$ cat config.mk
export PLATFORM = sky130hd
export DESIGN_NAME = overture_sequencer_flat
export DESIGN_NICKNAME = d
export VERILOG_FILES = /design/src/rtl/overture_pkg.sv /design/src/rtl/overture_if.sv /design/src/rtl/overture_alu.sv /design/src/rtl/overture_sequencer.sv /design/src/flat_wrapper.sv
export SDC_FILE = /design/constraint.sdc
export NUM_CORES = 1
export LEC_CHECK = 0
export BUFFER_PORTS_ARGS = -buffer_cell sky130_fd_sc_hd__clkbuf_2
export CORE_MARGIN = 5
export CORE_UTILIZATION = 60
export DETAILED_ROUTE_END_ITERATION = 10
export PLACE_DENSITY_LB_ADDON = 0.15
export SLEW_MARGIN = 40
export SYNTH_ARGS = -nofsm -noshare
export SYNTH_HDL_FRONTEND = slang
export SYNTH_HIERARCHICAL = 1
export SYNTH_SLANG_ARGS = --single-unit
$ cat constraint.sdc
create_clock -name clk -period 6.5 [get_ports clk]
set_input_delay 0 -clock clk [delete_from_list [all_inputs] [get_ports clk]]
set_output_delay 0 -clock clk [all_outputs]
set_load 0.02 [all_outputs]
$ cat src/rtl/overture_pkg.sv
// Shared types, constants and the branch-condition evaluator for the Overture
// fetch/decode/execute sequencer.
package overture_pkg;

    typedef enum logic [1:0] {
        OP_IMM  = 2'b00,
        OP_CALC = 2'b01,
        OP_COPY = 2'b10,
        OP_COND = 2'b11
    } opcode_e;

    typedef enum logic [2:0] {
        ALU_OR   = 3'd0,
        ALU_NAND = 3'd1,
        ALU_NOR  = 3'd2,
        ALU_AND  = 3'd3,
        ALU_ADD  = 3'd4,
        ALU_SUB  = 3'd5,
        ALU_ZER6 = 3'd6,
        ALU_ZER7 = 3'd7
    } alu_op_e;

    typedef enum logic [2:0] {
        COND_NEVER   = 3'd0,
        COND_EQ      = 3'd1,
        COND_NEG     = 3'd2,
        COND_LE      = 3'd3,
        COND_ALWAYS  = 3'd4,
        COND_NE      = 3'd5,
        COND_GE      = 3'd6,
        COND_GREATER = 3'd7
    } cond_e;

    typedef enum logic [1:0] {
        ST_FETCH    = 2'd0,
        ST_EXEC     = 2'd1,
        ST_IN_WAIT  = 2'd2,
        ST_OUT_WAIT = 2'd3
    } state_e;

    localparam int         NUM_REGS  = 6;
    localparam logic [2:0] IO_CODE   = 3'd6;

    // r3 is treated as a signed byte: bit 7 is "negative", all-zero is "zero".
    function automatic logic cond_eval(input logic [7:0] r3, input cond_e cond);
        logic is_zero;
        logic is_neg;
        logic res;
        is_zero = (r3 == 8'h00);
        is_neg  = r3[7];
        res     = 1'b0;
        case (cond)
            COND_NEVER:   res = 1'b0;
            COND_EQ:      res = is_zero;
            COND_NEG:     res = is_neg;
            COND_LE:      res = is_neg | is_zero;
            COND_ALWAYS:  res = 1'b1;
            COND_NE:      res = ~is_zero;
            COND_GE:      res = ~is_neg;
            COND_GREATER: res = ~is_neg & ~is_zero;
            default:      res = 1'b0;
        endcase
        return res;
    endfunction

endpackage

$ cat src/rtl/overture_if.sv
// System-side bus of the Overture sequencer: instruction fetch, byte input
// port and byte output port, each a valid/ready style handshake.
interface overture_if #(
    parameter int PC_W = 8
);
    logic            imem_req;
    logic [PC_W-1:0] imem_addr;
    logic            imem_valid;
    logic [7:0]      imem_data;

    logic            in_ready;
    logic            in_valid;
    logic [7:0]      in_data;

    logic            out_valid;
    logic [7:0]      out_data;
    logic            out_ready;

    // Sequencer side.
    modport master (
        output imem_req, imem_addr, in_ready, out_valid, out_data,
        input  imem_valid, imem_data, in_valid, in_data, out_ready
    );

    // ROM / I/O port side.
    modport slave (
        input  imem_req, imem_addr, in_ready, out_valid, out_data,
        output imem_valid, imem_data, in_valid, in_data, out_ready
    );
endinterface

$ cat src/rtl/overture_alu.sv
// Combinational ALU for the calculate class: r3 = f(r1, r2).
module overture_alu
    import overture_pkg::*;
(
    input  logic [7:0] a_i,
    input  logic [7:0] b_i,
    input  alu_op_e    op_i,
    output logic [7:0] result_o
);

    // Operation select; the two spare codes yield zero.
    always_comb begin
        result_o = 8'h00;
        case (op_i)
            ALU_OR:   result_o = a_i | b_i;
            ALU_NAND: result_o = ~(a_i & b_i);
            ALU_NOR:  result_o = ~(a_i | b_i);
            ALU_AND:  result_o = a_i & b_i;
            ALU_ADD:  result_o = a_i + b_i;
            ALU_SUB:  result_o = a_i - b_i;
            default:  result_o = 8'h00;
        endcase
    end

endmodule

$ cat src/rtl/overture_sequencer.sv
// Overture CPU sequencer: fetches one instruction byte per instruction, owns
// r0-r5 and the PC, and moves bytes between registers and the I/O ports.
//
//   state       | meaning
//   ------------+---------------------------------------------------------
//   ST_FETCH    | imem_req high, waiting for imem_valid to latch ir
//   ST_EXEC     | decode ir, update registers / PC, or start an I/O copy
//   ST_IN_WAIT  | in_ready high, waiting for an input byte
//   ST_OUT_WAIT | out_valid high, holding out_data until out_ready
module overture_sequencer
    import overture_pkg::*;
#(
    parameter int              PC_W     = 8,
    parameter logic [PC_W-1:0] RESET_PC = '0
) (
    input  logic            clk,
    input  logic            rst_n,
    overture_if.master      bus,
    output logic [PC_W-1:0] pc_o,
    output logic            retire
);

    state_e                     state_q, state_d;
    logic [PC_W-1:0]            pc_q, pc_d;
    logic [NUM_REGS-1:0][7:0]   regs_q, regs_d;
    logic [7:0]                 ir_q, ir_d;
    logic                       out_valid_q, out_valid_d;
    logic [7:0]                 out_data_q, out_data_d;
    logic                       retire_q, retire_d;

    opcode_e                    opc;
    logic [2:0]                 src_code;
    logic [2:0]                 dst_code;
    logic [PC_W-1:0]            pc_inc;
    logic [7:0]                 alu_res;
    logic [7:0]                 src_val;

    logic                       wr_en;
    logic [2:0]                 wr_code;
    logic [7:0]                 wr_val;
    logic                       advance;
    logic                       jump;

    assign opc      = opcode_e'(ir_q[7:6]);
    assign src_code = ir_q[5:3];
    assign dst_code = ir_q[2:0];
    assign pc_inc   = pc_q + PC_W'(1);

    overture_alu u_alu (
        .a_i      (regs_q[1]),
        .b_i      (regs_q[2]),
        .op_i     (alu_op_e'(ir_q[2:0])),
        .result_o (alu_res)
    );

    // Copy source read: codes above r5 read as zero (I/O is handled by the FSM).
    always_comb begin
        src_val = 8'h00;
        if (src_code < 3'(NUM_REGS)) begin
            src_val = regs_q[src_code];
        end
    end

    // Next-state logic; register writes and instruction completion are
    // collected in wr_* / advance and applied once after the state case.
    always_comb begin
        state_d     = state_q;
        pc_d        = pc_q;
        regs_d      = regs_q;
        ir_d        = ir_q;
        out_valid_d = out_valid_q;
        out_data_d  = out_data_q;
        retire_d    = 1'b0;
        wr_en       = 1'b0;
        wr_code     = 3'd0;
        wr_val      = 8'h00;
        advance     = 1'b0;
        jump        = 1'b0;

        case (state_q)
            ST_FETCH: begin
                if (bus.imem_valid) begin
                    ir_d    = bus.imem_data;
                    state_d = ST_EXEC;
                end
            end
            ST_EXEC: begin
                case (opc)
                    OP_IMM: begin
                        wr_en   = 1'b1;
                        wr_code = 3'd0;
                        wr_val  = {2'b00, ir_q[5:0]};
                        advance = 1'b1;
                    end
                    OP_CALC: begin
                        wr_en   = 1'b1;
                        wr_code = 3'd3;
                        wr_val  = alu_res;
                        advance = 1'b1;
                    end
                    OP_COPY: begin
                        if (src_code == IO_CODE) begin
                            state_d = ST_IN_WAIT;
                        end else if (dst_code == IO_CODE) begin
                            out_data_d  = src_val;
                            out_valid_d = 1'b1;
                            state_d     = ST_OUT_WAIT;
                        end else begin
                            wr_en   = 1'b1;
                            wr_code = dst_code;
                            wr_val  = src_val;
                            advance = 1'b1;
                        end
                    end
                    OP_COND: begin
                        jump    = cond_eval(regs_q[3], cond_e'(ir_q[2:0]));
                        advance = 1'b1;
                    end
                    default: ;
                endcase
            end
            ST_IN_WAIT: begin
                if (bus.in_valid) begin
                    if (dst_code == IO_CODE) begin
                        out_data_d  = bus.in_data;
                        out_valid_d = 1'b1;
                        state_d     = ST_OUT_WAIT;
                    end else begin
                        wr_en   = 1'b1;
                        wr_code = dst_code;
                        wr_val  = bus.in_data;
                        advance = 1'b1;
                    end
                end
            end
            ST_OUT_WAIT: begin
                if (bus.out_ready) begin
                    out_valid_d = 1'b0;
                    advance     = 1'b1;
                end
            end
            default: state_d = ST_FETCH;
        endcase

        // Destination code 7 falls outside the register file and is dropped.
        if (wr_en && (wr_code < 3'(NUM_REGS))) begin
            regs_d[wr_code] = wr_val;
        end

        // Branch targets come from r0, truncated or zero-extended to PC_W.
        if (advance) begin
            pc_d     = jump ? PC_W'(regs_q[0]) : pc_inc;
            retire_d = 1'b1;
            state_d  = ST_FETCH;
        end
    end

    // State and datapath registers; reset also drops a pending out_valid.
    always_ff @(posedge clk or negedge rst_n) begin
        if (!rst_n) begin
            state_q     <= ST_FETCH;
            pc_q        <= RESET_PC;
            regs_q      <= '0;
            ir_q        <= 8'h00;
            out_valid_q <= 1'b0;
            out_data_q  <= 8'h00;
            retire_q    <= 1'b0;
        end else begin
            state_q     <= state_d;
            pc_q        <= pc_d;
            regs_q      <= regs_d;
            ir_q        <= ir_d;
            out_valid_q <= out_valid_d;
            out_data_q  <= out_data_d;
            retire_q    <= retire_d;
        end
    end

    assign bus.imem_req  = (state_q == ST_FETCH);
    assign bus.imem_addr = pc_q;
    assign bus.in_ready  = (state_q == ST_IN_WAIT);
    assign bus.out_valid = out_valid_q;
    assign bus.out_data  = out_data_q;
    assign pc_o          = pc_q;
    assign retire        = retire_q;

endmodule

$ cat src/flat_wrapper.sv
// flat-port wrapper written by rule: the top's interface ports become plain ports
module overture_sequencer_flat import overture_pkg::*;
#(
    parameter int              PC_W     = 8,
    parameter logic [PC_W-1:0] RESET_PC = '0
)
  (clk, rst_n, pc_o, retire, bus_imem_req, bus_imem_addr, bus_in_ready, bus_out_valid, bus_out_data, bus_imem_valid, bus_imem_data, bus_in_valid, bus_in_data, bus_out_ready);
  overture_if #(.PC_W(PC_W)) bus_i ();
  input  logic clk;
  input  logic rst_n;
  output logic [PC_W-1:0] pc_o;
  output logic retire;
  output wire logic [$bits(bus_i.imem_req)-1:0] bus_imem_req;
  output wire logic [$bits(bus_i.imem_addr)-1:0] bus_imem_addr;
  output wire logic [$bits(bus_i.in_ready)-1:0] bus_in_ready;
  output wire logic [$bits(bus_i.out_valid)-1:0] bus_out_valid;
  output wire logic [$bits(bus_i.out_data)-1:0] bus_out_data;
  input wire logic [$bits(bus_i.imem_valid)-1:0] bus_imem_valid;
  input wire logic [$bits(bus_i.imem_data)-1:0] bus_imem_data;
  input wire logic [$bits(bus_i.in_valid)-1:0] bus_in_valid;
  input wire logic [$bits(bus_i.in_data)-1:0] bus_in_data;
  input wire logic [$bits(bus_i.out_ready)-1:0] bus_out_ready;
  assign bus_imem_req = bus_i.imem_req;
  assign bus_imem_addr = bus_i.imem_addr;
  assign bus_in_ready = bus_i.in_ready;
  assign bus_out_valid = bus_i.out_valid;
  assign bus_out_data = bus_i.out_data;
  assign bus_i.imem_valid = bus_imem_valid;
  assign bus_i.imem_data = bus_imem_data;
  assign bus_i.in_valid = bus_in_valid;
  assign bus_i.in_data = bus_in_data;
  assign bus_i.out_ready = bus_out_ready;
  overture_sequencer #(.PC_W(PC_W), .RESET_PC(RESET_PC)) u_core (.clk(clk), .rst_n(rst_n), .bus(bus_i), .pc_o(pc_o), .retire(retire));
endmodule
==> results of run 1 <==
cell usage after synthesis (all sizes together), types with 7 or more instances:
library cell	instances
inv	20
nand2b	9
buf	23
a21oi	18
dfrtp	76
a22oi	10
nand2	27
nor2b	7
ha	20
clkbuf	9
mux2	66
o21ai	33
mux2i	31
o22ai	14
nor3	11
xnor2	14
and3	11
nor2	42
registers in the layout (all words and copies together) (netlist names):
register	count
u_core/bus.imem_addr	8
u_core/bus.out_data	8
u_core/bus.out_valid	1
u_core/ir_q	8
u_core/regs_q	48
u_core/retire	1
u_core/state_q	2
power groups by stage:
stage / sequential [mW] / combinational [mW] / clock [mW]
2_1_floorplan: 0.760 / 1.41 / 0
3_3_place_gp: 0.843 / 1.65 / 0
3_5_place_dp: 0.854 / 1.68 / 0
4_1_cts: 0.843 / 1.69 / 0.419
5_1_grt: 0.875 / 1.87 / 0.436
6_report: 0.851 / 1.71 / 0.411
layout make-up:
type                    instances  area (um2)  area share (%)
clock buffers                  10       127.6           2.209
flip-flops and latches         76        1906           32.98
repair buffers                 59       354.1           6.128
well taps                     108       135.1           2.339
inverters                      20       75.07           1.299
multi-input cells             392        3087           53.42
clock inverters                 6       93.84           1.624
routing by layer:
metal,GRT usage [%],vias up
met2,39.56,167
li1,-,1963
met4,10.36,0
met5,0,-
met1,35.93,2052
met3,4.561,25
logic make-up after synthesis:
logic type / Yosys count / synth area share, %
xor gates and xnor gates: 16 / 2.678
buffers and inverters: 52 / 4.829
and+or+nand+nor: 146 / 15.99
AOI/OAI and AO/OA: 112 / 14.30
muxes: 97 / 20.70
DFF: 76 / 36.34
adders and majority gates: 21 / 5.164
worst register-to-register path: cells and delay by family, from the launching register on:
kind                       cells  cell delay [ns]
DFF                            1             0.82
and+or+nand+nor                2             0.42
AOI/OAI and AO/OA              7             1.24
muxes                          1             0.34
xor gates and xnor gates       2             0.30
adders and majority gates      1             0.30
final timing paths:
kind                                     endpoint  slack (ns)  cells past startpoint
setup reg to reg                u_core/regs_q[23]        2.94                     13
hold reg to reg                 u_core/regs_q[41]        0.51                      1
setup / recovery                u_core/regs_q[23]        2.94                     13
min in group asynchronous       u_core/regs_q[24]        0.22                      2
max in group asynchronous          u_core/ir_q[4]        5.75                      2
hold / removal             u_core/bus.out_data[6]        0.03                      4
through the flow:
step	cells	instance area (um2)
after CTS	671	5773
after detailed placement	645	5451
after global placement	645	5441
after global routing	671	5778
final	671	5778
after floorplan	520	5234
==> impl_metrics.yaml, run 1 <==
outcome:
  status: "finished, final reports clean"
synthesis:
  synth_sequential_area_ratio_pct: 36.34
  synth.distinct_cells: 72
  syn_inst: 520
  synth_seq_cells: 76
  synth_top_cell_by_area: "sky130_fd_sc_hd__dfrtp_1"
  synth.yosys.warnings: 6
  top_flip_flop_cell_by_instance_count_after_synthesis: "sky130_fd_sc_hd__dfrtp_1"
  share_of_yosys_cell_area_claimed_by_the_top_area_cell_type_pct: 36.34
  synth_enable_flop_cells: 0
  mappedNetlistNets: 562
  synth.top_cells.by_area: "sky130_fd_sc_hd__dfrtp_1 36%, sky130_fd_sc_hd__mux2_2 11%, sky130_fd_sc_hd__mux2i_1 5.9%"
  async_flop_share_pct: 100.0
  postSynthAreaPerCell_um2: 10.06
  syn_area_um2: 5234
detailed_routing:
  wl_per_cell_um: 19.81
  detail_route.drc_violations: 0
  drt-vias-per-instance: 6.270
  wl_met1_mm: 5.837
  final_antenna_net_count: 0
  drt-pass1-iter-count: 5
  initialDrtViolationCount: 392
  met2_wirelength_mm: 6.243
  wl_met3_um: 794
  wl_mm: 13.29
  vias_after_detailed_routing: 4207
  route.top_layer_used: "met4"
flow_run:
  max_cap_violations: 0
floorplanning:
  dieHeight_um: 103.4
  initial_utilization_pct: 60.91
  die_w_um: 103.4
  die_area_um2: 10690
  i_o_pin_count: 49
  floorplan.core_area_um2: 8593
  floorplan.rows: 34
clock_network:
  quantity_of_hold_fixing_buffers_added_after_cts: 10
  cts_repair_resize_count: 0
  clock_pin_transition_on_the_worst_setup_and_hold_timing_paths_ns: 0.09
  cts_max_path_buffers: 2
  cts_max_level: 3
  cts_tree: "yes"
  numClockSinks: 76
  postCtsSetupRepairBufs: 0
  cts-root-buf: "sky130_fd_sc_hd__clkbuf_8"
  clock_latency_ns: 0.36
  cts_inserted_buffers: 9
power_and_ir_drop:
  p_int_mw: 1.582
  power_frac_seq_pct: 28.6
  total_leakage_power_nw: 2.702
  clock_network_fraction_of_design_power_pct: 13.8
  total_power_mw: 2.974
  part_of_the_power_in_combinational_logic_pct: 57.6
  netSwitchingPower_mw: 1.392
  power_switching_share_pct: 46.80
  power-per-cell-area_nw_per_um2: 514.6
  power.ir.vdd_worst_mv: 0.2623
min_path:
  min-delay-start: "bus_in_data[6]"
  hold_wc_path_type: "input pin to register"
global_routing:
  overflow: 0
  antenna_found_initial: 0
  maximum_number_of_pins_on_one_net_before_global_route_repair: 77
  grt_usage_pct: 25.69
  first_global_vias: 3961
  global_route_wire_length_before_repair_mm: 20.78
sta:
  fin_worst_hold_slack_ns: 0.02893
  timing.slew.headroom_pct: 43.76
  total_count_of_max_transition_violations_in_the_final_report: 0
  timing.final.ws_setup_ns: 2.944
  timing.final.setup_violations: 0
  rsz0062_at_grt: "false"
  timing.fmax_mhz: 281.2
  shortest_clock_period_the_worst_path_allows_after_layout_ns: 3.556
  post-route-period-util_pct: 54.71
  worst_clock_skew_ns: 0.01408
  accumulated_negative_setup_slack_ns: 0
  finalHoldViolCount: 0
  worst-slew-pin-transition_ns: 0.8411
placed_design:
  detailedPlacementHpwl_mm: 9.480
  gpl.final_weighted_congestion: 0.9107
  dp_slack_ns: 2.981
  portBuffers: 48
finish:
  nets: 600
  final_common_cell: "sky130_fd_sc_hd__dfrtp_1"
  area_delta_synth_final_pct: 10.40
  layout_cells_sized_above_1_pct: 26.11
  fillCellCount: 676
  final_core_utilization_pct: 67.24
  antenna-diode-count: 0
  most-common-layout-cells: "73 x sky130_fd_sc_hd__dfrtp_1, 50 x sky130_fd_sc_hd__mux2_2, 47 x sky130_fd_sc_hd__clkbuf_2"
worst_setup_path:
  cpMaxStageDelayCell: "sky130_fd_sc_hd__dfrtp_1"
  critical_path.cell_chain: "nor2b_1, nand2_1, o21ai_1, xor2_1, ha_1, a21o_1, a31o_2, a21oi_1, xnor2_1, o22ai_1, a32oi_1, o21ai_1, mux2_1"
  required_ns: 6.74
  critical_path.startpoint: "u_core/ir_q[2]"
  critPathMaxFanout: 23
  crit-reg2reg-launch: "u_core/ir_q[2]"
  cp.buffers_inverters: 0
  endpoint_kind: "register"
  timing.critical_path.slowest_cell_delay_ns: 0.82
  crit_arrival_ns: 3.80
  timing.critical_path.mode_cell: "sky130_fd_sc_hd__o21ai_1"
  timing_worst_setup_path_type: "register to register"
  crit_path_start_kind: "register"
  cpLargestDelayFamily: "compound AO/OA/AOI/OAI gates"
(Power assumes the default switching activity.)
==> run 2: changes to the inputs <==
clock period = 3.5 ns   (was 6.5 ns; I/O delays follow)
==> run 2 against run 1 <==
Worst hold slack improved by 0.011 ns. Utilization is 1.1 points higher. Sequential power increased by 60%. Critical path depth grew 1. Clock skew fell by 0.00054 ns. Largest power group unchanged. Global-route usage is 1.7 points higher.
==> impl_metrics.yaml, run 2 (synthesis results as in run 1) <==
finish:
  most-common-layout-cells: "76 x sky130_fd_sc_hd__dfrtp_1, 50 x sky130_fd_sc_hd__mux2_2, 47 x sky130_fd_sc_hd__clkbuf_2"
  registers.top_by_ff_count: "u_core/regs_q"
  antenna-diode-count: 0
  nets: 612
  final_common_cell: "sky130_fd_sc_hd__dfrtp_1"
  number_of_flip_flops_in_the_largest_register: 48
  layout_cells_sized_above_1_pct: 27.13
  area_delta_synth_final_pct: 12.19
  final_cells: 683
worst_setup_path:
  timing_worst_setup_path_type: "register to register"
  timing.critical_path.mode_cell: "sky130_fd_sc_hd__ha_1"
  crit_path_start_kind: "register"
  critPathMaxFanout: 6
  endpoint_kind: "register"
  critical_path.cell_chain: "inv_1, ha_1, nand2b_1, o41ai_2, xor2_1, ha_1, a21o_1, a31o_2, a21oi_1, xnor2_1, o22ai_1, a32oi_1, o21ai_1, mux2_1"
  required_ns: 3.74
  cp.buffers_inverters: 1
  cpLargestDelayFamily: "compound AO/OA/AOI/OAI gates"
  crit_arrival_ns: 3.54
  timing.critical_path.slowest_cell_delay_ns: 0.48
  cpMaxStageDelayCell: "sky130_fd_sc_hd__dfrtp_1"
sta:
  timing.final.ws_setup_ns: 0.2000
  shortest_clock_period_the_worst_path_allows_after_layout_ns: 3.300
  total_count_of_max_transition_violations_in_the_final_report: 0
  worst-slew-pin-transition_ns: 0.7608
  timing.final.setup_violations: 0
  post-route-period-util_pct: 94.29
  timing.slew.headroom_pct: 49.13
  rsz0062_at_grt: "false"
  worst_clock_skew_ns: 0.01353
  timing.fmax_mhz: 303.0
  finalHoldViolCount: 0
  accumulated_negative_setup_slack_ns: 0
global_routing:
  grt_usage_pct: 27.41
  maximum_number_of_pins_on_one_net_before_global_route_repair: 77
  overflow: 0
  first_global_vias: 4137
  global_route_wire_length_before_repair_mm: 22.06
  antenna_found_initial: 0
power_and_ir_drop:
  power.ir.vdd_worst_mv: 0.4940
  power-per-cell-area_nw_per_um2: 967.6
  total_leakage_power_nw: 2.772
detailed_routing:
  drt-vias-per-instance: 6.223
  drt-pass1-iter-count: 5
  vias_after_detailed_routing: 4250
  wl_per_cell_um: 20.72
  final_antenna_net_count: 0
  wl_mm: 14.15
  initialDrtViolationCount: 398
  detail_route.drc_violations: 0
clock_network:
  cts_tree: "yes"
  numClockSinks: 76
  clock_pin_transition_on_the_worst_setup_and_hold_timing_paths_ns: 0.09
  clock_latency_ns: 0.36
  cts_max_path_buffers: 2
  cts_inserted_buffers: 9
  cts-root-buf: "sky130_fd_sc_hd__clkbuf_8"
  cts_max_level: 3
placed_design:
  dp_slack_ns: 0.2047
  gpl.final_weighted_congestion: 0.9680
  numPlacedInstances: 657
  portBuffers: 48
  detailedPlacementHpwl_mm: 10.10
floorplanning:
  i_o_pin_count: 49
  die_area_um2: 10690
  floorplan.rows: 34
  dieHeight_um: 103.4
  floorplan.core_area_um2: 8593
  die_w_um: 103.4
  initial_utilization_pct: 60.91
flow_run:
  max_cap_violations: 0
outcome:
  status: "finished, final reports clean"
min_path:
  hold_wc_path_type: "input pin to register"
run 2: changes by cell type in the layout (fill, tap and decap cells not counted), sizes merged:
cell  previous run  this run
buf              2        14
run 2: per-layer routing:
layer	GRT usage, %	vias up	part of all wire (%)
li1	-	1983	-
met1	38.28	2089	44
met2	42.65	155	47
met3	5.231	23	6.4
met4	9.661	0	2.2
met5	0	-	0
run 2: final timing paths:
| kind | slack (ns) | depth (start not counted) | to | startpoint |
|---|---|---|---|---|
| max | 0.20 | 14 | u_core/regs_q[23] | u_core/regs_q[16] |
| min | 0.04 | 4 | u_core/bus.out_data[6] | bus_in_data[6] |
| max reg2reg | 0.20 | 14 | u_core/regs_q[23] | u_core/regs_q[16] |
| min reg2reg | 0.51 | 1 | u_core/bus.out_data[1] | u_core/bus.out_data[1] |
| max in group asynchronous | 2.77 | 2 | u_core/regs_q[23] | rst_n |
| min in group asynchronous | 0.20 | 2 | u_core/ir_q[7] | rst_n |
run 2: final cells by class:
| class | instances | area, um2 |
|---|---|---|
| Clock buffer | 10 | 127.6 |
| Timing Repair Buffer | 71 | 444.2 |
| Sequential cell | 76 | 1902 |
| Tap cell | 108 | 135.1 |
| Fill cell | 705 | 2721 |
| Clock inverter | 6 | 96.34 |
| Multi-Input combinational cell | 392 | 3092 |
| Inverter | 20 | 75.07 |
run 2: worst reg2reg max path, cell delays in order (launching register included):
cell and delay, ns:
sky130_fd_sc_hd__dfrtp_1 0.48, sky130_fd_sc_hd__inv_1 0.12, sky130_fd_sc_hd__ha_1 0.17, sky130_fd_sc_hd__nand2b_1 0.11, sky130_fd_sc_hd__o41ai_2 0.30, sky130_fd_sc_hd__xor2_1 0.19, sky130_fd_sc_hd__ha_1 0.30, sky130_fd_sc_hd__a21o_1 0.21
sky130_fd_sc_hd__a31o_2 0.21, sky130_fd_sc_hd__a21oi_1 0.15, sky130_fd_sc_hd__xnor2_1 0.14, sky130_fd_sc_hd__o22ai_1 0.10, sky130_fd_sc_hd__a32oi_1 0.19, sky130_fd_sc_hd__o21ai_1 0.19, sky130_fd_sc_hd__mux2_1 0.34
run 2: metrics by stage:
step                instance area (um2)  util [%]  total power, mW  hold WS (ns)
CTS                                5864     68.24            5.627       0.03666
finish                             5872     68.33            5.681       0.03967
global route                       5872     68.33            6.065       0.06246
detailed placement                 5540     64.47            4.817       0.08229
global placement                   5532     64.37            4.758        0.2017
floorplan                          5234         -            4.025       -0.2956
run 2: report_power, final:
group	switching, mW	internal, mW	total (mW)
Combinational	2.04	1.51	3.54
Clock	0.365	0.411	0.776
Sequential	0.264	1.10	1.36
run 2: what timing repair did:
| item | CTS | global route |
|---|---|---|
| hold endpoints to repair | 85 | 0 |
| hold buffers | 10 | 0 |
| buffers inserted | 0 | 0 |
| gates resized for setup | 0 | 1 |
| setup endpoints to repair | 0 | 6 |
==> run 3: changes to the inputs <==
SYNTH_HIERARCHICAL = unset   (was 1)
==> run 3 against run 2 <==
Flip-flop and latch count unchanged. Die area is 3.5% lower. Synthesized area decreased by 3.8%. Count of clock-buffer cells in the layout is the same. Register-to-register slack better by 0.13 ns. Wire length down 7.0%. Fmax is 4.0% higher. Sequential share of layout area up 1.4 points. Sequential power about the same. Clock power is 7.9% lower. Clock skew barely moved. Critical path type unchanged.
==> impl_metrics.yaml, run 3 <==
worst_setup_path:
  timing.critical_path.slowest_cell_delay_ns: 0.51
  critPathMaxFanout: 8
  cpLargestDelayFamily: "compound AO/OA/AOI/OAI gates"
  endpoint_kind: "register"
  timing.critical_path.mode_cell: "sky130_fd_sc_hd__o21ai_0"
  crit_path_start_kind: "register"
  regToRegSetupSlack_ns: 0.33
  cpMaxStageDelayCell: "sky130_fd_sc_hd__a21oi_1"
  critical_path.cell_chain: "buf_4, and3b_1, nor2_1, xnor2_1, ha_1, nor2b_1, o31a_1, o21ai_0, and3_1, o21ai_0, a21oi_1, mux2_2"
  required_ns: 3.79
  crit_arrival_ns: 3.47
  timing_worst_setup_path_type: "register to register"
  cp.buffers_inverters: 1
finish:
  final_cells: 668
  registers.top_by_ff_count: "u_core.regs_q"
  final_common_cell: "sky130_fd_sc_hd__dfrtp_1"
  antenna-diode-count: 0
  most-common-layout-cells: "76 x sky130_fd_sc_hd__dfrtp_1, 55 x sky130_fd_sc_hd__mux2_2, 47 x sky130_fd_sc_hd__clkbuf_2"
  layout_cells_sized_above_1_pct: 27.35
  stdcell_area_um2: 5627
  final_core_utilization_pct: 68.82
  register_area_um2: 1902
  multi_input_logic_area_um2: 2864
  fillCellCount: 640
  area_delta_synth_final_pct: 11.81
  nets: 602
  number_of_flip_flops_in_the_largest_register: 48
synthesis:
  synth-simple-area-share_pct: 14.59
  share_of_yosys_cell_area_claimed_by_the_top_area_cell_type_pct: 37.79
  synth_seq_cells: 76
  synth.top_cells.by_area: "sky130_fd_sc_hd__dfrtp_1 38%, sky130_fd_sc_hd__mux2_2 12%, sky130_fd_sc_hd__ha_1 5.5%"
  synth.distinct_cells: 60
  synthXorXnorAreaFrac_pct: 2.959
  syn_area_um2: 5032
  ys_top_cells_by_count: "76 x sky130_fd_sc_hd__dfrtp_1, 55 x sky130_fd_sc_hd__mux2_2, 44 x sky130_fd_sc_hd__nor2_1, 35 x sky130_fd_sc_hd__o21ai_0, 33 x sky130_fd_sc_hd__a21oi_1"
  async_flop_share_pct: 100.0
  top_flip_flop_cell_by_instance_count_after_synthesis: "sky130_fd_sc_hd__dfrtp_1"
  postSynthAreaPerCell_um2: 9.906
  synth_top_cell_by_area: "sky130_fd_sc_hd__dfrtp_1"
  mappedNetlistNets: 552
  synth_enable_flop_cells: 0
  synth.area.mux_share_pct: 19.92
  synth.yosys.warnings: 0
  synth_sequential_area_ratio_pct: 37.79
  syn_inst: 508
  post-synth-top-count-cell: "sky130_fd_sc_hd__dfrtp_1"
  synth_adder_area_share_pct: 5.868
  synth_compound_gate_area_share_pct: 13.48
  dominant_combinational_cell_family_by_area_after_synthesis: "multiplexers"
sta:
  finalHoldViolCount: 0
  shortest_clock_period_the_worst_path_allows_after_layout_ns: 3.172
  timing.final.ws_setup_ns: 0.3281
  rsz0062_at_grt: "false"
  post-route-period-util_pct: 90.63
  total_count_of_max_transition_violations_in_the_final_report: 0
  worst-slew-pin-transition_ns: 0.7238
  timing.final.setup_violations: 0
  accumulated_negative_setup_slack_ns: 0
  fin_worst_hold_slack_ns: 0.02783
  timing.fmax_mhz: 315.3
  worst_clock_skew_ns: 0.01359
  timing.slew.headroom_pct: 51.23
clock_network:
  cts_max_path_buffers: 2
  cts_repair_resize_count: 0
  clock_latency_ns: 0.36
  quantity_of_hold_fixing_buffers_added_after_cts: 12
  cts_max_level: 3
  cts_inserted_buffers: 9
  cts-root-buf: "sky130_fd_sc_hd__clkbuf_8"
  clock_pin_transition_on_the_worst_setup_and_hold_timing_paths_ns: 0.09
  numClockSinks: 76
  cts_tree: "yes"
  postCtsSetupRepairBufs: 0
floorplanning:
  die_w_um: 101.6
  dieHeight_um: 101.6
  floorplan.rows: 33
  floorplan.core_area_um2: 8175
  initial_utilization_pct: 61.55
  i_o_pin_count: 49
  die_area_um2: 10320
global_routing:
  global_route_wire_length_before_repair_mm: 21.27
  grt_usage_pct: 26.60
  maximum_number_of_pins_on_one_net_before_global_route_repair: 77
  overflow: 0
  antenna_found_initial: 0
  first_global_vias: 3981
placed_design:
  portBuffers: 48
  dpl_cell_area_um2: 5293
  gpl.final_weighted_congestion: 0.9625
  numPlacedInstances: 640
  detailedPlacementHpwl_mm: 9.631
  dp_slack_ns: 0.2535
power_and_ir_drop:
  power.ir.vdd_worst_mv: 0.3613
  total_power_mw: 4.423
  power-per-cell-area_nw_per_um2: 786.0
  total_leakage_power_nw: 2.742
detailed_routing:
  wl_mm: 13.15
  vias_after_detailed_routing: 4081
  detail_route.drc_violations: 0
  final_antenna_net_count: 0
  wl_per_cell_um: 19.69
  initialDrtViolationCount: 335
  drt-vias-per-instance: 6.109
  drt-pass1-iter-count: 5
min_path:
  hold_wc_path_type: "input pin to register"
flow_run:
  max_cap_violations: 0
outcome:
  status: "finished, final reports clean"
run 3: worst paths after layout:
kind / startpoint / depth (start not counted) / endpoint
min: bus_in_data[2] / 4 / u_core.bus.out_data[2]
min reg2reg: u_core.regs_q[37] / 1 / u_core.regs_q[37]
max reg2reg: u_core.ir_q[1] / 12 / u_core.regs_q[30]
max in group asynchronous: rst_n / 2 / u_core.regs_q[22]
min in group asynchronous: rst_n / 2 / u_core.bus.out_valid
max: u_core.ir_q[1] / 12 / u_core.regs_q[30]
run 3: layout make-up:
class | count | share of cell area, %
inverters | 19 | 1.268
clock inverters | 6 | 1.268
multi-input cells | 381 | 50.90
well taps | 105 | 2.335
repair buffers | 71 | 7.983
flip-flops and latches | 76 | 33.80
clock buffers | 10 | 2.446
run 3: per-layer routing:
layer / wire length [um] / share of wire (%) / global-route usage (%)
met4: 307 / 2.3 / 7.771
met2: 5991 / 46 / 41.90
met5: 0 / 0 / 0
met3: 927 / 7.0 / 5.441
met1: 5928 / 45 / 37.23
run 3: kinds of logic (layout without fill, tap and decap cells):
logic type | after synthesis | count (layout)
AO/OA/AOI/OAI | 113 | 113
XOR/XNOR | 17 | 17
adder cells (fa/ha/maj) | 23 | 23
buffers and inverters | 51 | 106
flip-flops | 76 | 76
multiplexers | 88 | 88
AND/OR/NAND/NOR | 140 | 140
run 3: tightest hold or removal path: cells and delay by family:
family                 cells  cell delay [ns]
multiplexers               1             0.14
AO/OA/AOI/OAI              1             0.06
AND/OR/NAND/NOR            1             0.05
buffers and inverters      1             0.11
run 3: power by group:
part           total, mW  leakage, nW  switching (mW)  internal, mW
clock network      0.715        0.105           0.359         0.356
logic               2.38         1.63            1.45         0.931
registers           1.33         1.01           0.245          1.08
